--- config.mk ---
export PLATFORM = sky130hd
export DESIGN_NAME = step_sweep_ctrl_flat
export DESIGN_NICKNAME = d
export VERILOG_FILES = /design/src/rtl/step_sweep_ctrl_if.sv /design/src/rtl/step_sweep_ctrl.sv /design/src/flat_wrapper.sv
export SDC_FILE = /design/constraint.sdc
export NUM_CORES = 1
export LEC_CHECK = 0
export CAP_MARGIN = 20
export CORE_MARGIN = 4
export CORE_UTILIZATION = 45
export CTS_BUF_LIST = sky130_fd_sc_hd__clkbuf_8
export CTS_CLUSTER_SIZE = 14
export DETAILED_ROUTE_END_ITERATION = 10
export DONT_BUFFER_PORTS = 1
export SLEW_MARGIN = 40
export SYNTH_ARGS = -nofsm -noshare
export SYNTH_HDL_FRONTEND = slang
export SYNTH_SLANG_ARGS = --single-unit
--- constraint.sdc ---
create_clock -name clk -period 5.3 [get_ports clk]
set_clock_uncertainty 0.1 [all_clocks]
set_input_delay 1.06 -clock clk [delete_from_list [all_inputs] [get_ports clk]]
set_output_delay 1.06 -clock clk [all_outputs]
set_load 0.02 [all_outputs]
--- src/rtl/step_sweep_ctrl_if.sv ---
// rtl/step_sweep_ctrl_if.sv - control, config and step bundle between config regs, sweep scheduler and wave generator
//
// Signals:
//   enable_pulse      clock-divider tick (dwell time base)
//   start / abort     one-cycle sweep requests
//   cfg_start_step, cfg_stop_step, cfg_delta, cfg_dwell, cfg_loop, cfg_tri
//                     sweep program, sampled by the scheduler on start
//   step_out          step value for the wave generator
//   busy, done, wrap  sweep status
// Modports:
//   master  drives requests and config, observes status (config side / bench)
//   slave   the sweep scheduler
interface step_sweep_ctrl_if #(
  parameter int STEP_WIDTH  = 12,
  parameter int DWELL_WIDTH = 16
);
  logic                   enable_pulse;
  logic                   start;
  logic                   abort;
  logic [STEP_WIDTH-1:0]  cfg_start_step;
  logic [STEP_WIDTH-1:0]  cfg_stop_step;
  logic [STEP_WIDTH-1:0]  cfg_delta;
  logic [DWELL_WIDTH-1:0] cfg_dwell;
  logic                   cfg_loop;
  logic                   cfg_tri;
  logic [STEP_WIDTH-1:0]  step_out;
  logic                   busy;
  logic                   done;
  logic                   wrap;

  modport master (
    output enable_pulse, start, abort,
    output cfg_start_step, cfg_stop_step, cfg_delta, cfg_dwell, cfg_loop, cfg_tri,
    input  step_out, busy, done, wrap
  );

  modport slave (
    input  enable_pulse, start, abort,
    input  cfg_start_step, cfg_stop_step, cfg_delta, cfg_dwell, cfg_loop, cfg_tri,
    output step_out, busy, done, wrap
  );
endinterface

--- src/rtl/step_sweep_ctrl.sv ---
// rtl/step_sweep_ctrl.sv - frequency-sweep scheduler driving the wave generator step value
//
// Ports:
//   clk    system clock
//   reset  synchronous, active-high reset
//   bus    step_sweep_ctrl_if.slave: enable_pulse/start/abort requests, cfg_* sweep
//          program, step_out/busy/done/wrap results (all outputs registered)
// Options:
//   SWEEP_TRIANGLE_EN  when defined, cfg_tri=1 makes the sweep ramp back from stop to
//                      start before ending; when undefined cfg_tri is ignored.
module step_sweep_ctrl #(
  parameter int STEP_WIDTH  = 12,
  parameter int DWELL_WIDTH = 16
) (
  input  logic              clk,
  input  logic              reset,
  step_sweep_ctrl_if.slave  bus
);

  typedef enum logic {IDLE, DWELL} state_t;

  state_t                 state, state_n;
  logic [STEP_WIDTH-1:0]  step_q, step_n;
  logic                   busy_q, busy_n;
  logic                   done_q, done_n;
  logic                   wrap_q, wrap_n;
  logic [DWELL_WIDTH-1:0] dwell_cnt, cnt_n;
  logic                   load;

  // Sweep program captured on start; config writes mid-sweep do not disturb it.
  logic [STEP_WIDTH-1:0]  sh_start;
  logic [STEP_WIDTH-1:0]  sh_stop;
  logic [STEP_WIDTH-1:0]  sh_delta;
  logic [DWELL_WIDTH-1:0] sh_dwell;
  logic                   sh_loop;
  logic                   dir_down;

  // Current leg endpoint and direction, and the first value of a looped restart.
  logic [STEP_WIDTH-1:0]  leg_target;
  logic                   leg_down;
  logic [STEP_WIDTH-1:0]  restart_step;

`ifdef SWEEP_TRIANGLE_EN
  logic                   sh_tri;
  logic                   ret_q, ret_n;   // 1 while ramping from stop back to start
`else
  logic                   unused_tri;
  assign unused_tri = bus.cfg_tri;
`endif

  // Move one delta toward target, computed one bit wider so the result can neither
  // overshoot the target nor wrap through zero or the maximum code.
  function automatic logic [STEP_WIDTH-1:0] move_toward(
    input logic [STEP_WIDTH-1:0] cur,
    input logic [STEP_WIDTH-1:0] target,
    input logic [STEP_WIDTH-1:0] delta,
    input logic                  down
  );
    logic [STEP_WIDTH:0] sum;
    logic [STEP_WIDTH:0] diff;
    sum  = {1'b0, cur} + {1'b0, delta};
    diff = {1'b0, cur} - {1'b0, delta};
    if (down) begin
      if (diff[STEP_WIDTH] || (diff[STEP_WIDTH-1:0] <= target)) return target;
      return diff[STEP_WIDTH-1:0];
    end
    if (sum >= {1'b0, target}) return target;
    return sum[STEP_WIDTH-1:0];
  endfunction

  always_comb begin
    leg_target   = sh_stop;
    leg_down     = dir_down;
    restart_step = sh_start;
`ifdef SWEEP_TRIANGLE_EN
    if (ret_q) begin
      leg_target = sh_start;
      leg_down   = ~dir_down;
    end
    // A looped triangle already spent a dwell on start at the end of the return leg,
    // so the restart goes straight to the next value toward stop.
    if (sh_tri && (sh_start != sh_stop))
      restart_step = move_toward(sh_start, sh_stop, sh_delta, dir_down);
`endif
  end

  always_comb begin
    state_n = state;
    step_n  = step_q;
    busy_n  = busy_q;
    done_n  = 1'b0;
    wrap_n  = 1'b0;
    cnt_n   = dwell_cnt;
    load    = 1'b0;
`ifdef SWEEP_TRIANGLE_EN
    ret_n   = ret_q;
`endif
    case (state)
      IDLE: begin
        if (bus.start && !bus.abort) begin
          load    = 1'b1;
          step_n  = bus.cfg_start_step;
          cnt_n   = '0;
          busy_n  = 1'b1;
          state_n = DWELL;
`ifdef SWEEP_TRIANGLE_EN
          ret_n   = 1'b0;
`endif
        end else begin
          cnt_n = '0;
        end
      end
      DWELL: begin
        if (bus.abort) begin
          // Abort wins over any advance due this cycle; step_out freezes.
          state_n = IDLE;
          busy_n  = 1'b0;
          cnt_n   = '0;
`ifdef SWEEP_TRIANGLE_EN
          ret_n   = 1'b0;
`endif
        end else if (bus.enable_pulse) begin
          if (dwell_cnt == sh_dwell - DWELL_WIDTH'(1)) begin
            cnt_n = '0;
            if (step_q == leg_target) begin
`ifdef SWEEP_TRIANGLE_EN
              if (sh_tri && !ret_q && (sh_start != sh_stop)) begin
                ret_n  = 1'b1;
                step_n = move_toward(step_q, sh_start, sh_delta, ~dir_down);
              end else if (sh_loop) begin
                wrap_n = 1'b1;
                step_n = restart_step;
                ret_n  = 1'b0;
              end else begin
                done_n  = 1'b1;
                busy_n  = 1'b0;
                state_n = IDLE;
                ret_n   = 1'b0;
              end
`else
              if (sh_loop) begin
                wrap_n = 1'b1;
                step_n = restart_step;
              end else begin
                done_n  = 1'b1;
                busy_n  = 1'b0;
                state_n = IDLE;
              end
`endif
            end else begin
              step_n = move_toward(step_q, leg_target, sh_delta, leg_down);
            end
          end else begin
            cnt_n = dwell_cnt + DWELL_WIDTH'(1);
          end
        end
      end
      default: begin
        state_n = IDLE;
        busy_n  = 1'b0;
        cnt_n   = '0;
      end
    endcase
  end

  always_ff @(posedge clk) begin
    if (reset) begin
      state     <= IDLE;
      step_q    <= '0;
      busy_q    <= 1'b0;
      done_q    <= 1'b0;
      wrap_q    <= 1'b0;
      dwell_cnt <= '0;
`ifdef SWEEP_TRIANGLE_EN
      ret_q     <= 1'b0;
`endif
    end else begin
      state     <= state_n;
      step_q    <= step_n;
      busy_q    <= busy_n;
      done_q    <= done_n;
      wrap_q    <= wrap_n;
      dwell_cnt <= cnt_n;
`ifdef SWEEP_TRIANGLE_EN
      ret_q     <= ret_n;
`endif
    end
  end

  // Zero delta or dwell would stall the sweep, so both are floored at 1 on capture.
  always_ff @(posedge clk) begin
    if (reset) begin
      sh_start <= '0;
      sh_stop  <= '0;
      sh_delta <= '0;
      sh_dwell <= '0;
      sh_loop  <= 1'b0;
      dir_down <= 1'b0;
`ifdef SWEEP_TRIANGLE_EN
      sh_tri   <= 1'b0;
`endif
    end else if (load) begin
      sh_start <= bus.cfg_start_step;
      sh_stop  <= bus.cfg_stop_step;
      sh_delta <= (bus.cfg_delta == '0) ? STEP_WIDTH'(1) : bus.cfg_delta;
      sh_dwell <= (bus.cfg_dwell == '0) ? DWELL_WIDTH'(1) : bus.cfg_dwell;
      sh_loop  <= bus.cfg_loop;
      dir_down <= (bus.cfg_stop_step < bus.cfg_start_step);
`ifdef SWEEP_TRIANGLE_EN
      sh_tri   <= bus.cfg_tri;
`endif
    end
  end

  assign bus.step_out = step_q;
  assign bus.busy     = busy_q;
  assign bus.done     = done_q;
  assign bus.wrap     = wrap_q;

endmodule

--- src/flat_wrapper.sv ---
// flat-port wrapper written by rule: the top's interface ports become plain ports
module step_sweep_ctrl_flat 
#(
  parameter int STEP_WIDTH  = 12,
  parameter int DWELL_WIDTH = 16
)
  (clk, reset, bus_enable_pulse, bus_start, bus_abort, bus_cfg_start_step, bus_cfg_stop_step, bus_cfg_delta, bus_cfg_dwell, bus_cfg_loop, bus_cfg_tri, bus_step_out, bus_busy, bus_done, bus_wrap);
  step_sweep_ctrl_if #(.STEP_WIDTH(STEP_WIDTH), .DWELL_WIDTH(DWELL_WIDTH)) bus_i ();
  input  logic clk;
  input  logic reset;
  input wire logic [$bits(bus_i.enable_pulse)-1:0] bus_enable_pulse;
  input wire logic [$bits(bus_i.start)-1:0] bus_start;
  input wire logic [$bits(bus_i.abort)-1:0] bus_abort;
  input wire logic [$bits(bus_i.cfg_start_step)-1:0] bus_cfg_start_step;
  input wire logic [$bits(bus_i.cfg_stop_step)-1:0] bus_cfg_stop_step;
  input wire logic [$bits(bus_i.cfg_delta)-1:0] bus_cfg_delta;
  input wire logic [$bits(bus_i.cfg_dwell)-1:0] bus_cfg_dwell;
  input wire logic [$bits(bus_i.cfg_loop)-1:0] bus_cfg_loop;
  input wire logic [$bits(bus_i.cfg_tri)-1:0] bus_cfg_tri;
  output wire logic [$bits(bus_i.step_out)-1:0] bus_step_out;
  output wire logic [$bits(bus_i.busy)-1:0] bus_busy;
  output wire logic [$bits(bus_i.done)-1:0] bus_done;
  output wire logic [$bits(bus_i.wrap)-1:0] bus_wrap;
  assign bus_i.enable_pulse = bus_enable_pulse;
  assign bus_i.start = bus_start;
  assign bus_i.abort = bus_abort;
  assign bus_i.cfg_start_step = bus_cfg_start_step;
  assign bus_i.cfg_stop_step = bus_cfg_stop_step;
  assign bus_i.cfg_delta = bus_cfg_delta;
  assign bus_i.cfg_dwell = bus_cfg_dwell;
  assign bus_i.cfg_loop = bus_cfg_loop;
  assign bus_i.cfg_tri = bus_cfg_tri;
  assign bus_step_out = bus_i.step_out;
  assign bus_busy = bus_i.busy;
  assign bus_done = bus_i.done;
  assign bus_wrap = bus_i.wrap;
  step_sweep_ctrl #(.STEP_WIDTH(STEP_WIDTH), .DWELL_WIDTH(DWELL_WIDTH)) u_core (.clk(clk), .reset(reset), .bus(bus_i));
endmodule
* Yosys cells after proc, flatten, opt, wreduce, memory -nomap -nowiden *
Cells that the tools add are included.

word-level totals
  output and inout port bits = 15
  input port bits = 59
  register bits = 86
  word-level logic and storage cells = 97

cells by class
  add/sub/neg operators = 4
  magnitude comparators = 3
  equality and inequality tests = 11
  muxes and demuxes = 55
  bitwise gates (word level) = 4
  reduce and logical (&&, ||, !) cells = 8

operators by type and width
  cell                                                                      count
  12-bit two-way mux                                                        13
  16-bit two-way mux                                                        4
  1-bit two-way mux                                                         34
  16-bit case mux with 2 select lines                                       1
  12-bit case mux with 2 select lines                                       1
  16-bit by 1-bit adder with 16-bit output (second input constant)          1
  16-bit == test                                                            1
  16-bit zero test                                                          1
  16-bit by 1-bit subtractor with 16-bit output (second input constant)     1
  3-bit inequality test (second input constant)                             5
  12-bit by 12-bit adder with 13-bit output                                 1
  13-bit by 12-bit greater-or-equal comparator with 1-bit output            1
  12-bit by 12-bit subtractor with 13-bit output                            1
  12-bit == test                                                            1
  12-bit less-or-equal comparator                                           1
  12-bit zero test                                                          1
  12-bit less-than comparator                                               1
  5-bit AND reduction                                                       2
  2-bit inequality test (second input constant)                             3
  6-bit OR reduction                                                        1
  1-bit NOT                                                                 4
  1-bit case mux with 2 select lines                                        2
  2-bit by 1-bit inequality test with 1-bit output (second input constant)  1
  1-bit logical AND                                                         1
  2 further kinds                                                           2

* Depth between registers and ports, before layout *
Gate-level depths: netlist of the first run.

  word-level depth = 20
  mapped depth = 22
  mapped depth without buffers = 21

* Worst setup path before layout of the first run *
Ideal clock, no wire load.

  path type = register to register
  from = register u_core.step_q[0], in the netlist u_core.bus.step_out[0]
  to = register u_core.step_q[3], in the netlist u_core.bus.step_out[3]
  stages on the path, launching flop included = 22
  arrival time = 4.105 ns
  setup slack = 1.033 ns
  library setup time = 0.062 ns
  required time = 5.138 ns
  clock period less this slack = 4.267 ns
  buffers on the path = 1
  cell sequence = dfxtp_1 inv_1 ha_1 inv_1 fa_1 a211oi_1 nor2_1 nor2b_1 nor3_1 nor2_1 o21ai_0 xnor2_1 ha_1 nand4_1 a211o_1 a31oi_1 nand3_1 nand2_1 buf_4 nor2_1 or4_1 nand3_1

on the way
  longest elaborated chain between the ends = 20
  elaborated cells on any way between the ends = 32
  classes of those cells = add/sub: 2; order compare: 2; eq/ne: 2; mux: 24; reduce/logical: 2

RTL lines
  element                                         RTL line                text
  start: declaration                              step_sweep_ctrl.sv:23   logic [STEP_WIDTH-1:0] step_q, step_n;
  start signal: assignment                        step_sweep_ctrl.sv:179  step_q <= step_n;
  12-bit by 12-bit subtractor with 13-bit output  step_sweep_ctrl.sv:62   diff = {1'b0, cur} - {1'b0, delta};
  12-bit less-or-equal comparator                 step_sweep_ctrl.sv:64   if (diff[STEP_WIDTH] || (diff[STEP_WIDTH-1:0] <= target)) return target;
  1-bit logical OR                                step_sweep_ctrl.sv:64
  1-bit two-way mux                               step_sweep_ctrl.sv:64
  1-bit two-way mux                               step_sweep_ctrl.sv:63   if (down) begin
  1-bit two-way mux                               step_sweep_ctrl.sv:125  if (step_q == leg_target) begin
  1-bit two-way mux                               step_sweep_ctrl.sv:123  if (dwell_cnt == sh_dwell - DWELL_WIDTH'(1)) begin
  1-bit two-way mux                               step_sweep_ctrl.sv:122  end else if (bus.enable_pulse) begin
  [... 4 more ...]                                n/a
  12-bit two-way mux                              step_sweep_ctrl.sv:67   if (sum >= {1'b0, target}) return target;
  12-bit two-way mux                              step_sweep_ctrl.sv:68   return sum[STEP_WIDTH-1:0];
  12-bit two-way mux                              step_sweep_ctrl.sv:67
  12-bit two-way mux                              step_sweep_ctrl.sv:125
  12-bit two-way mux                              step_sweep_ctrl.sv:123
  12-bit two-way mux                              step_sweep_ctrl.sv:122
  12-bit two-way mux                              step_sweep_ctrl.sv:114  if (bus.abort) begin
  12-bit case mux with 2 select lines             step_sweep_ctrl.sv:98   case (state)

Several ways; a longest one is shown, not always the timed one. The select of a mux whose other input is x is not followed.
A chain may end at the register's enable or synchronous reset.

* Worst setup path after layout of the first run *
  from = register u_core.step_q[0], in the netlist u_core.bus.step_out[0]
  to = register u_core.step_q[6], in the netlist u_core.bus.step_out[6]

The elaborated chain is that of the path after synthesis.

==> results of run 1 <==
## cell type report
class,instances,area share [%]
multi-input combinational,635,63.3
clock inverter,7,0.872
inverter,47,2.73
clock buffer,9,1.92
timing repair buffer,10,1.16
tap,176,3.41
sequential,86,26.7
## placed cells by master (no fill, tap or decap), types with 4 or more instances in the layout
| cell type | synthesis | final |
|---|---|---|
| a211oi_1 | 9 | 8 |
| nor2b_1 | 8 | 8 |
| inv_1 | 47 | 47 |
| nor2_1 | 73 | 73 |
| nand3b_1 | 5 | 5 |
| xnor2_1 | 30 | 30 |
| nand3_1 | 16 | 16 |
| nor4_1 | 12 | 12 |
| nand4_1 | 8 | 8 |
| a21o_1 | 6 | 6 |
| nand2_1 | 143 | 142 |
| a221oi_1 | 4 | 4 |
| nand2b_1 | 11 | 11 |
| a21oi_1 | 85 | 84 |
| buf_4 | 4 | 10 |
| a31oi_1 | 6 | 6 |
| or3_1 | 5 | 5 |
| and3_1 | 6 | 6 |
| ha_1 | 61 | 61 |
| o41ai_1 | 4 | 4 |
| o21a_1 | 4 | 4 |
| o22ai_1 | 5 | 5 |
| xor2_1 | 36 | 36 |
| o21ai_0 | 14 | 14 |
| or4_1 | 5 | 5 |
| nor3_1 | 16 | 16 |
| a22oi_1 | 5 | 5 |
| dfxtp_1 | 86 | 86 |
| clkbuf_8 | 0 | 9 |
## logic make-up (layout without fill, tap and decap cells)
group	after synthesis	count (layout)	synth area share, %
fa+ha+maj	63	63	13.1
flops	86	86	28.1
mux	4	4	0.693
buf+inv	82	73	5.61
xor+xnor	66	66	9.42
compound gates	171	171	17.5
simple gates	331	331	25.7
## sequential cells by signal (all words and copies together) (netlist names)
| name | count |
|---|---|
| u_core.sh_loop | 1 |
| u_core.bus.wrap | 1 |
| u_core.leg_target | 12 |
| u_core.bus.done | 1 |
| u_core.bus.busy | 1 |
| u_core.state | 1 |
| u_core.dir_down | 1 |
| u_core.dwell_cnt | 16 |
| u_core.sh_dwell | 16 |
| u_core.sh_delta | 12 |
| u_core.bus.step_out | 12 |
| u_core.restart_step | 12 |
## worst max path at each step
| stage | start | to | slack, ns | cells after the start |
|---|---|---|---|---|
| 3_5_place_dp | u_core.bus.step_out[0] | u_core.bus.step_out[6] | 0.60 | 21 |
| 3_3_place_gp | u_core.bus.step_out[0] | u_core.bus.step_out[6] | 0.70 | 18 |
| 6_report | u_core.bus.step_out[0] | u_core.bus.step_out[6] | 0.47 | 18 |
| 2_1_floorplan | u_core.bus.step_out[0] | u_core.bus.step_out[3] | 1.03 | 21 |
| 5_1_grt | u_core.bus.step_out[0] | u_core.bus.step_out[6] | 0.19 | 21 |
| 4_1_cts | u_core.bus.step_out[0] | u_core.bus.step_out[6] | 0.55 | 21 |
## through the flow
step           cells  area (µm²)
2_1_floorplan    803        6130
3_3_place_gp     954        6270
3_5_place_dp     954        6270
4_1_cts          970        6450
5_1_grt          970        6460
6_report         970        6460
## critical path: stages (launching register included)
cell      delay (ns)
dfxtp_1         0.60
ha_1            0.27
fa_1            0.22
nand2b_1        0.09
a221oi_1        0.47
o221ai_1        0.23
a21oi_1         0.20
nor2_1          0.07
xnor2_1         0.31
ha_1            0.32
a21oi_1         0.17
nand2b_1        0.07
o311ai_0        0.42
nand4b_1        0.22
nand2_1         0.12
buf_4           0.18
nor2_1          0.05
or4_1           0.55
nand3_1         0.10
## power by group through the flow
stage / Sequential (mW) / Clock, mW / Combinational [mW]
final: 0.711 / 0.453 / 0.511
after global routing: 0.716 / 0.491 / 0.577
after CTS: 0.711 / 0.465 / 0.509
after detailed placement: 0.727 / 0 / 0.504
after global placement: 0.726 / 0 / 0.496
after floorplan: 0.716 / 0 / 0.397
## routing by layer
layer	up-vias	routed length (µm)	GRT usage, %
met5	-	0	0
met4	0	277	6.58
met3	18	1020	5.10
met2	126	7350	32.5
met1	2563	8880	33.6
li1	2757	-	-
==> results.cfg, run 1 <==
[setup_path]
worstPathArrival_ns = 5.05
ff2ff_path_depth = 18
worstReg2RegStart = u_core.bus.step_out[0]
r2r_slack_ns = 0.47
crit_type = reg2reg
startpoint_type = register
critPathMaxFanout = 12
required_ns = 5.52
end_kind = register
r2r_end = u_core.bus.step_out[6]

[grt]
antenna_found_initial = 0
grt_pass1_vias = 5296
track_usage_pct = 22.7
grt.overflow.total = 0
grt_first_pass_wirelength_um = 28400
grt_max_degree = 71

[cts]
htreeDepth = 3
clockRootBuffer = clkbuf_8
clk_latency_ns = 0.39
post_cts_buffers = 0
cts_tree = built
cts.reportedPaths.clkPinSlew_ns = 0.10
clock_sinks = 86
ctsHoldBuffers = 0
cts_made_buffers = 9
cts_resized = 0
cts_buffer_depth = 2

[drt]
ant_nets = 0
viasPerCell = 5.63
drt_iter0_markers = 428
vias = 5464
post_drt_wl_per_cell_um = 18.1
wirelength_um = 17500
first_pass_iters = 5
remaining_drc_errors = 0

[power]
p_sw_mw = 0.619
power.total_mw = 1.68
comb_power_share_pct = 30.5
p_int_mw = 1.06
powerDensity_mw_per_mm2 = 259
switching_share_pct = 37.0
p_clk_share_pct = 27.0
worst_ir_drop_vdd_v = 0.000125
leakage_nw = 2.61
p_seq_share_pct = 42.4

[final_layout]
num-fill-cells = 1366
fin_nets = 911
syn_to_final_growth_pct = 5.30
diodes = 0
multi_input_area_mm2 = 0.00409
drive_above_1_share_pct = 5.79
regArea_mm2 = 0.00172
utilization_pct = 48.6

[floorplan]
start_util_pct = 46.1
die_w_um = 125
fp.coreArea_mm2 = 0.0133
die_area_mm2 = 0.0156
ios = 74
die_h_um = 125
rows = 42

[timing]
rsz0062_at_grt = no
fmax_mhz = 207
finalSetupViolCount = 0
relSlewSlack_pct = 52.1
min_period_ns = 4.83
post-route-period-util_pct = 91.1
hold_slack_ns = 0.353
maxSlewViolCount = 0
worst_pin_slew_ns = 0.709
layout_setup_ws_ns = 0.470
fin_tns_setup_ns = 0
hold_violations = 0

[flow_run]
max_cap_viol_count = 0

[yosys]
yosysUniqueCellTypes = 69
synth-seq-cells = 86
yosysMostFrequentCell = nand2_1
synth_common_cells = 143 x nand2_1, 86 x dfxtp_1, 85 x a21oi_1, 73 x nor2_1, 61 x ha_1
yosysTopAreaCell = dfxtp_1
syn_inst = 803
synth_edf_count = 0
ys_async_sr_fraction_pct = 0
synth.top_cell.area_share_pct = 28.1
yosys_warnings = 0
syn-num-nets = 925
syn-mean-instance-area_um2 = 7.64
netlist_area_mm2 = 0.00613
ys_top_cells_by_area = dfxtp_1 28%, ha_1 12%, nand2_1 8.7%, a21oi_1 6.9%, xor2_1 5.1%
ys_seq_area_share_pct = 28.1
synth_flop_cell = dfxtp_1

[worst_hold_path]
whs_endpoint = u_core.restart_step[1]
worstHoldPathType = reg2reg
hold_start = u_core.restart_step[1]
hold_depth = 2

[placement]
pre_cts_slack_ns = 0.601
place_congestion = 0.863
io_buffers = 0
dp_hpwl_um = 13700

[run_status]
status = finished clean
Power figures use the tool's default switching activity.
==> run 2, diff against run 1 <==
--- a/config.mk
+++ b/config.mk
@@ -7,11 +7,13 @@
 export LEC_CHECK = 0
 export CAP_MARGIN = 20
 export CORE_MARGIN = 4
-export CORE_UTILIZATION = 45
+export CORE_UTILIZATION = 65
 export CTS_BUF_LIST = sky130_fd_sc_hd__clkbuf_8
 export CTS_CLUSTER_SIZE = 14
 export DETAILED_ROUTE_END_ITERATION = 10
 export DONT_BUFFER_PORTS = 1
+export PLACE_DENSITY = 0.81
+export SKIP_CTS_REPAIR_TIMING = 1
 export SLEW_MARGIN = 40
 export SYNTH_ARGS = -nofsm -noshare
 export SYNTH_HDL_FRONTEND = slang
==> run 2 against run 1 <==
Fmax is 0.82% lower. Power increased by 2.1%. Flip-flop and latch count stayed put. Cell count fell by 6.8%. Sequential power is essentially flat. Non-clock buffer count is 1 lower. Cell area shrank 0.91%.
==> results.cfg, run 2 (synthesis results as in run 1) <==
[final_layout]
num-fill-cells = 816
diodes = 0
fin_cells = 904
layout.cells.most_common = nand2_1
reg_top3 = u_core.dwell_cnt: 16 flops, u_core.sh_dwell: 16 flops
drive_above_1_share_pct = 5.67
utilization_pct = 69.6
syn_to_final_growth_pct = 4.34
mostFrequentLayoutCells = 142 x nand2_1, 86 x dfxtp_1, 84 x a21oi_1
fin_nets = 910

[timing]
maxSlewViolCount = 0
finalSetupViolCount = 0
hold_slack_ns = 0.354
min_period_ns = 4.87
fmax_mhz = 205
hold_violations = 0
worst_pin_slew_ns = 0.619
fin_tns_setup_ns = 0
relSlewSlack_pct = 58.7
post-route-period-util_pct = 91.9
rsz0062_at_grt = no

[cts]
cts_buffer_depth = 2
cts_tree = built
clockRootBuffer = clkbuf_8
clk_latency_ns = 0.37
cts.reportedPaths.clkPinSlew_ns = 0.09
htreeDepth = 3
cts_made_buffers = 9
clock_sinks = 86

[setup_path]
path_delay_family = simple AND/OR/NAND/NOR gates
required_ns = 5.51
crit_chain = ha_1, fa_1, nand2b_1, a221oi_1, o221ai_1, a21oi_1, nor2_1, xnor2_1, ha_1, a21oi_1, nand2b_1, o311ai_0, nand4b_1, nand2_1, nor2_1, or4_1, nand3_1
path_buf_inv = 0
worstPathArrival_ns = 5.08
startpoint_type = register
crit_type = reg2reg
cpMaxStageDelayCell = dfxtp_1
critPathMaxStageDelay_ns = 0.59
critPathMaxFanout = 12
end_kind = register

[placement]
io_buffers = 0
dp_hpwl_um = 12600
place_congestion = 0.896
numPlacedInstances = 888

[grt]
antenna_found_initial = 0
grt.overflow.total = 0
track_usage_pct = 29.6
grt_pass1_vias = 5449
grt_max_degree = 71
grt_first_pass_wirelength_um = 26700

[floorplan]
rows = 35
die_h_um = 105
die_area_mm2 = 0.0111
ios = 74
die_w_um = 105
start_util_pct = 66.7
fp.coreArea_mm2 = 0.00920

[power]
p_clk_share_pct = 28.9
switching_share_pct = 35.4
p_int_mw = 1.11
powerDensity_mw_per_mm2 = 267
p_seq_share_pct = 41.6
power.total_mw = 1.71
leakage_nw = 2.62
worst_ir_drop_vdd_v = 0.000258
p_sw_mw = 0.605
comb_power_share_pct = 29.5

[drt]
remaining_drc_errors = 0
first_pass_iters = 5
viasPerCell = 6.09
wirelength_um = 16100
drt_iter0_markers = 397
vias = 5502
post_drt_wl_per_cell_um = 17.8
ant_nets = 0

[flow_run]
max_cap_viol_count = 0

[worst_hold_path]
worstHoldPathType = reg2reg

[run_status]
status = finished clean
[run 2: changes by cell type in the layout (fill, tap and decap cells not counted), sizes merged]
cell	before	now
clkinvlp	3	1
clkinv	1	2
buf	10	9
bufinv	0	1
[run 2: worst paths after layout]
check	start	end	slack (ns)	cells after the start
hold / removal	u_core.restart_step[6]	u_core.restart_step[6]	0.35	2
setup reg to reg	u_core.bus.step_out[0]	u_core.bus.step_out[6]	0.43	17
hold reg to reg	u_core.restart_step[6]	u_core.restart_step[6]	0.35	2
setup / recovery	u_core.bus.step_out[0]	u_core.bus.step_out[6]	0.43	17
[run 2: area by class of cell]
class	instances	area (µm²)	share of cell area, %
inverters	47	176	2.76
clock buffers	9	124	1.94
flip-flops and latches	86	1720	26.9
clock inverters	7	91.3	1.43
multi-input cells	635	4080	63.8
repair buffers	9	67.6	1.06
well taps	111	139	2.17
[run 2: per-layer routing]
metal	routed length [µm]	vias up	GRT usage (%)	share of wire [%]
met5	0	-	0	0
met4	164	0	5.62	1.0
met3	1210	16	6.42	7.5
met2	6950	177	45.8	43
met1	7740	2550	42.7	48
li1	-	2759	-	-
[run 2: worst min-delay path: stages (launching register included)]
cell and delay [ns]:
dfxtp_1 0.32, nand2_1 0.05, a21oi_1 0.05
[run 2: stage by stage]
stage | setup WS (ns) | area, µm²
after floorplan | 1.03 | 6130
after global placement | 0.654 | 6180
after detailed placement | 0.567 | 6180
after CTS | 0.500 | 6390
after global routing | 0.0319 | 6400
final | 0.430 | 6400
[run 2: power by group through the flow]
stage / Sequential [mW] / Combinational, mW / Clock, mW
2_1_floorplan: 0.716 / 0.397 / 0
3_3_place_gp: 0.724 / 0.478 / 0
3_5_place_dp: 0.725 / 0.493 / 0
4_1_cts: 0.710 / 0.498 / 0.507
5_1_grt: 0.715 / 0.561 / 0.531
6_report: 0.711 / 0.505 / 0.494
==> run 3, diff against run 2 <==
--- a/config.mk
+++ b/config.mk
@@ -13,6 +13,7 @@
 export DETAILED_ROUTE_END_ITERATION = 10
 export DONT_BUFFER_PORTS = 1
 export PLACE_DENSITY = 0.81
+export RECOVER_POWER = 50
 export SKIP_CTS_REPAIR_TIMING = 1
 export SLEW_MARGIN = 40
 export SYNTH_ARGS = -nofsm -noshare
==> constraint.sdc (replaced) <==
create_clock -name clk -period 4.74 [get_ports clk]
set_clock_uncertainty 0.1 [all_clocks]
set_input_delay 0.948 -clock clk [delete_from_list [all_inputs] [get_ports clk]]
set_output_delay 0.948 -clock clk [all_outputs]
set_load 0.02 [all_outputs]
==> run 3 against run 2 <==
The flow now finishes with violations (capacitance limit, slew limit). Critical path depth is 3 higher. Combinational power increased by 16%. Global-route usage grew 0.22 points. Flip-flop and latch count unchanged. Critical path type unchanged. Highest routed layer unchanged.
==> results.cfg, run 3 (synthesis results as in run 1) <==
[placement]
dp_hpwl_um = 12800
numPlacedInstances = 897
placed_area_mm2 = 0.00624
place_congestion = 0.955
io_buffers = 0

[timing]
maxSlewViolCount = 44
relSlewSlack_pct = -19.4
post-route-period-util_pct = 94.4
min_period_ns = 4.47
finalSetupViolCount = 0
hold_violations = 0
fin_tns_setup_ns = 0
worst_pin_slew_ns = 1.79
fmax_mhz = 224

[floorplan]
fp.coreArea_mm2 = 0.00920
ios = 74
die_w_um = 105
die_area_mm2 = 0.0111
start_util_pct = 66.7
rows = 35
die_h_um = 105

[power]
leakage_nw = 2.61
worst_ir_drop_vdd_v = 0.000310
powerDensity_mw_per_mm2 = 290
p_seq_share_pct = 42.6
p_clk_share_pct = 25.7
power.total_mw = 1.85
p_sw_mw = 0.661
p_int_mw = 1.19
switching_share_pct = 35.6
comb_power_share_pct = 31.7

[final_layout]
fin_area_mm2 = 0.00640
fin_nets = 919
num-fill-cells = 798
fin_cells = 913
syn_to_final_growth_pct = 4.39
mostFrequentLayoutCells = 142 x nand2_1, 86 x dfxtp_1, 84 x a21oi_1
utilization_pct = 69.6
drive_above_1_share_pct = 5.24
layout.cells.most_common = nand2_1
reg_top3 = u_core.dwell_cnt: 16 flops, u_core.sh_dwell: 16 flops
diodes = 0

[setup_path]
worstPathArrival_ns = 4.67
r2r_end = u_core.bus.step_out[7]
critPathMaxFanout = 8
r2r_slack_ns = 0.27
crit_path_start = u_core.sh_delta[0]
worstReg2RegStart = u_core.sh_delta[0]
end_kind = register
ff2ff_path_depth = 20
required_ns = 4.93
crit_type = reg2reg
startpoint_type = register
cp-endpoint = u_core.bus.step_out[7]

[cts]
cts.reportedPaths.clkPinSlew_ns = 0.09
cts_made_buffers = 9
cts_buffer_depth = 2
clk_latency_ns = 0.36
clockRootBuffer = clkbuf_8
htreeDepth = 3
clock_sinks = 86
cts_tree = built

[grt]
grt_first_pass_wirelength_um = 26600
grt_pass1_vias = 5415
grt_max_degree = 71
antenna_found_initial = 0
track_usage_pct = 29.9
grt.overflow.total = 0

[worst_hold_path]
worstHoldPathType = reg2reg
hold_depth = 2

[drt]
first_pass_iters = 5
remaining_drc_errors = 0
ant_nets = 0
vias = 5674
viasPerCell = 6.21
wirelength_um = 16300
post_drt_wl_per_cell_um = 17.9
drt_iter0_markers = 431

[run_status]
status = finished with violations
violations = capacitance limit, slew limit

[flow_run]
max_cap_viol_count = 1
[run 3: final cells by class]
type | instances | area [µm²] | area share [%]
clock buffers | 10 | 138 | 2.15
repair buffers | 18 | 93.8 | 1.47
well taps | 111 | 139 | 2.17
inverters | 47 | 176 | 2.75
clock inverters | 6 | 37.5 | 0.586
multi-input cells | 635 | 4100 | 64.0
flip-flops and latches | 86 | 1720 | 26.9
[run 3: critical path: stages, from the launching register on]
cell and delay, ns:
dfxtp_1 0.39, ha_1 0.20, inv_1 0.06, fa_1 0.42
a211oi_1 0.26, nor2_1 0.13, nor2b_1 0.19, nor3_1 0.06
nor2_1 0.16, o21ai_0 0.14, xnor2_1 0.18, ha_1 0.34
nand4_1 0.17, a211o_1 0.32, a31oi_2 0.23, nand3_1 0.18
nand2_4 0.15, buf_4 0.15, o32ai_1 0.08, or3_1 0.34
a21oi_1 0.13
[run 3: power by group through the flow]
| stage | combinational (mW) | clock, mW | sequential [mW] |
|---|---|---|---|
| after floorplan | 0.444 | 0 | 0.800 |
| after global placement | 0.551 | 0 | 0.803 |
| after detailed placement | 0.568 | 0 | 0.805 |
| after CTS | 0.573 | 0.494 | 0.788 |
| after global routing | 0.654 | 0.522 | 0.793 |
| final | 0.588 | 0.477 | 0.790 |
[run 3: worst min-delay path by stage]
| stage | start | to | slack (ns) |
|---|---|---|---|
| finish | u_core.restart_step[9] | u_core.restart_step[9] | 0.35 |
| global route | u_core.restart_step[9] | u_core.restart_step[9] | 0.37 |
| CTS | u_core.restart_step[6] | u_core.restart_step[6] | 0.35 |
| detailed placement | u_core.restart_step[9] | u_core.restart_step[9] | 0.34 |
| global placement | u_core.restart_step[6] | u_core.restart_step[6] | 0.34 |
| floorplan | u_core.restart_step[5] | u_core.restart_step[5] | 0.33 |
[run 3: metal layers]
| layer | vias up | track usage, % | routed length, µm |
|---|---|---|---|
| met5 | - | 0 | 0 |
| met4 | 0 | 8.90 | 217 |
| met3 | 20 | 6.49 | 1310 |
| met2 | 212 | 44.9 | 7010 |
| met1 | 2666 | 42.7 | 7760 |
| li1 | 2776 | - | - |
[run 3: stage by stage]
| stage | hold slack, ns | setup slack, ns |
|---|---|---|
| 2_1_floorplan | 0.333 | 0.473 |
| 6_report | 0.354 | 0.268 |
| 4_1_cts | 0.354 | 0.232 |
| 3_3_place_gp | 0.335 | 0.360 |
| 3_5_place_dp | 0.341 | 0.273 |
| 5_1_grt | 0.370 | -0.0180 |
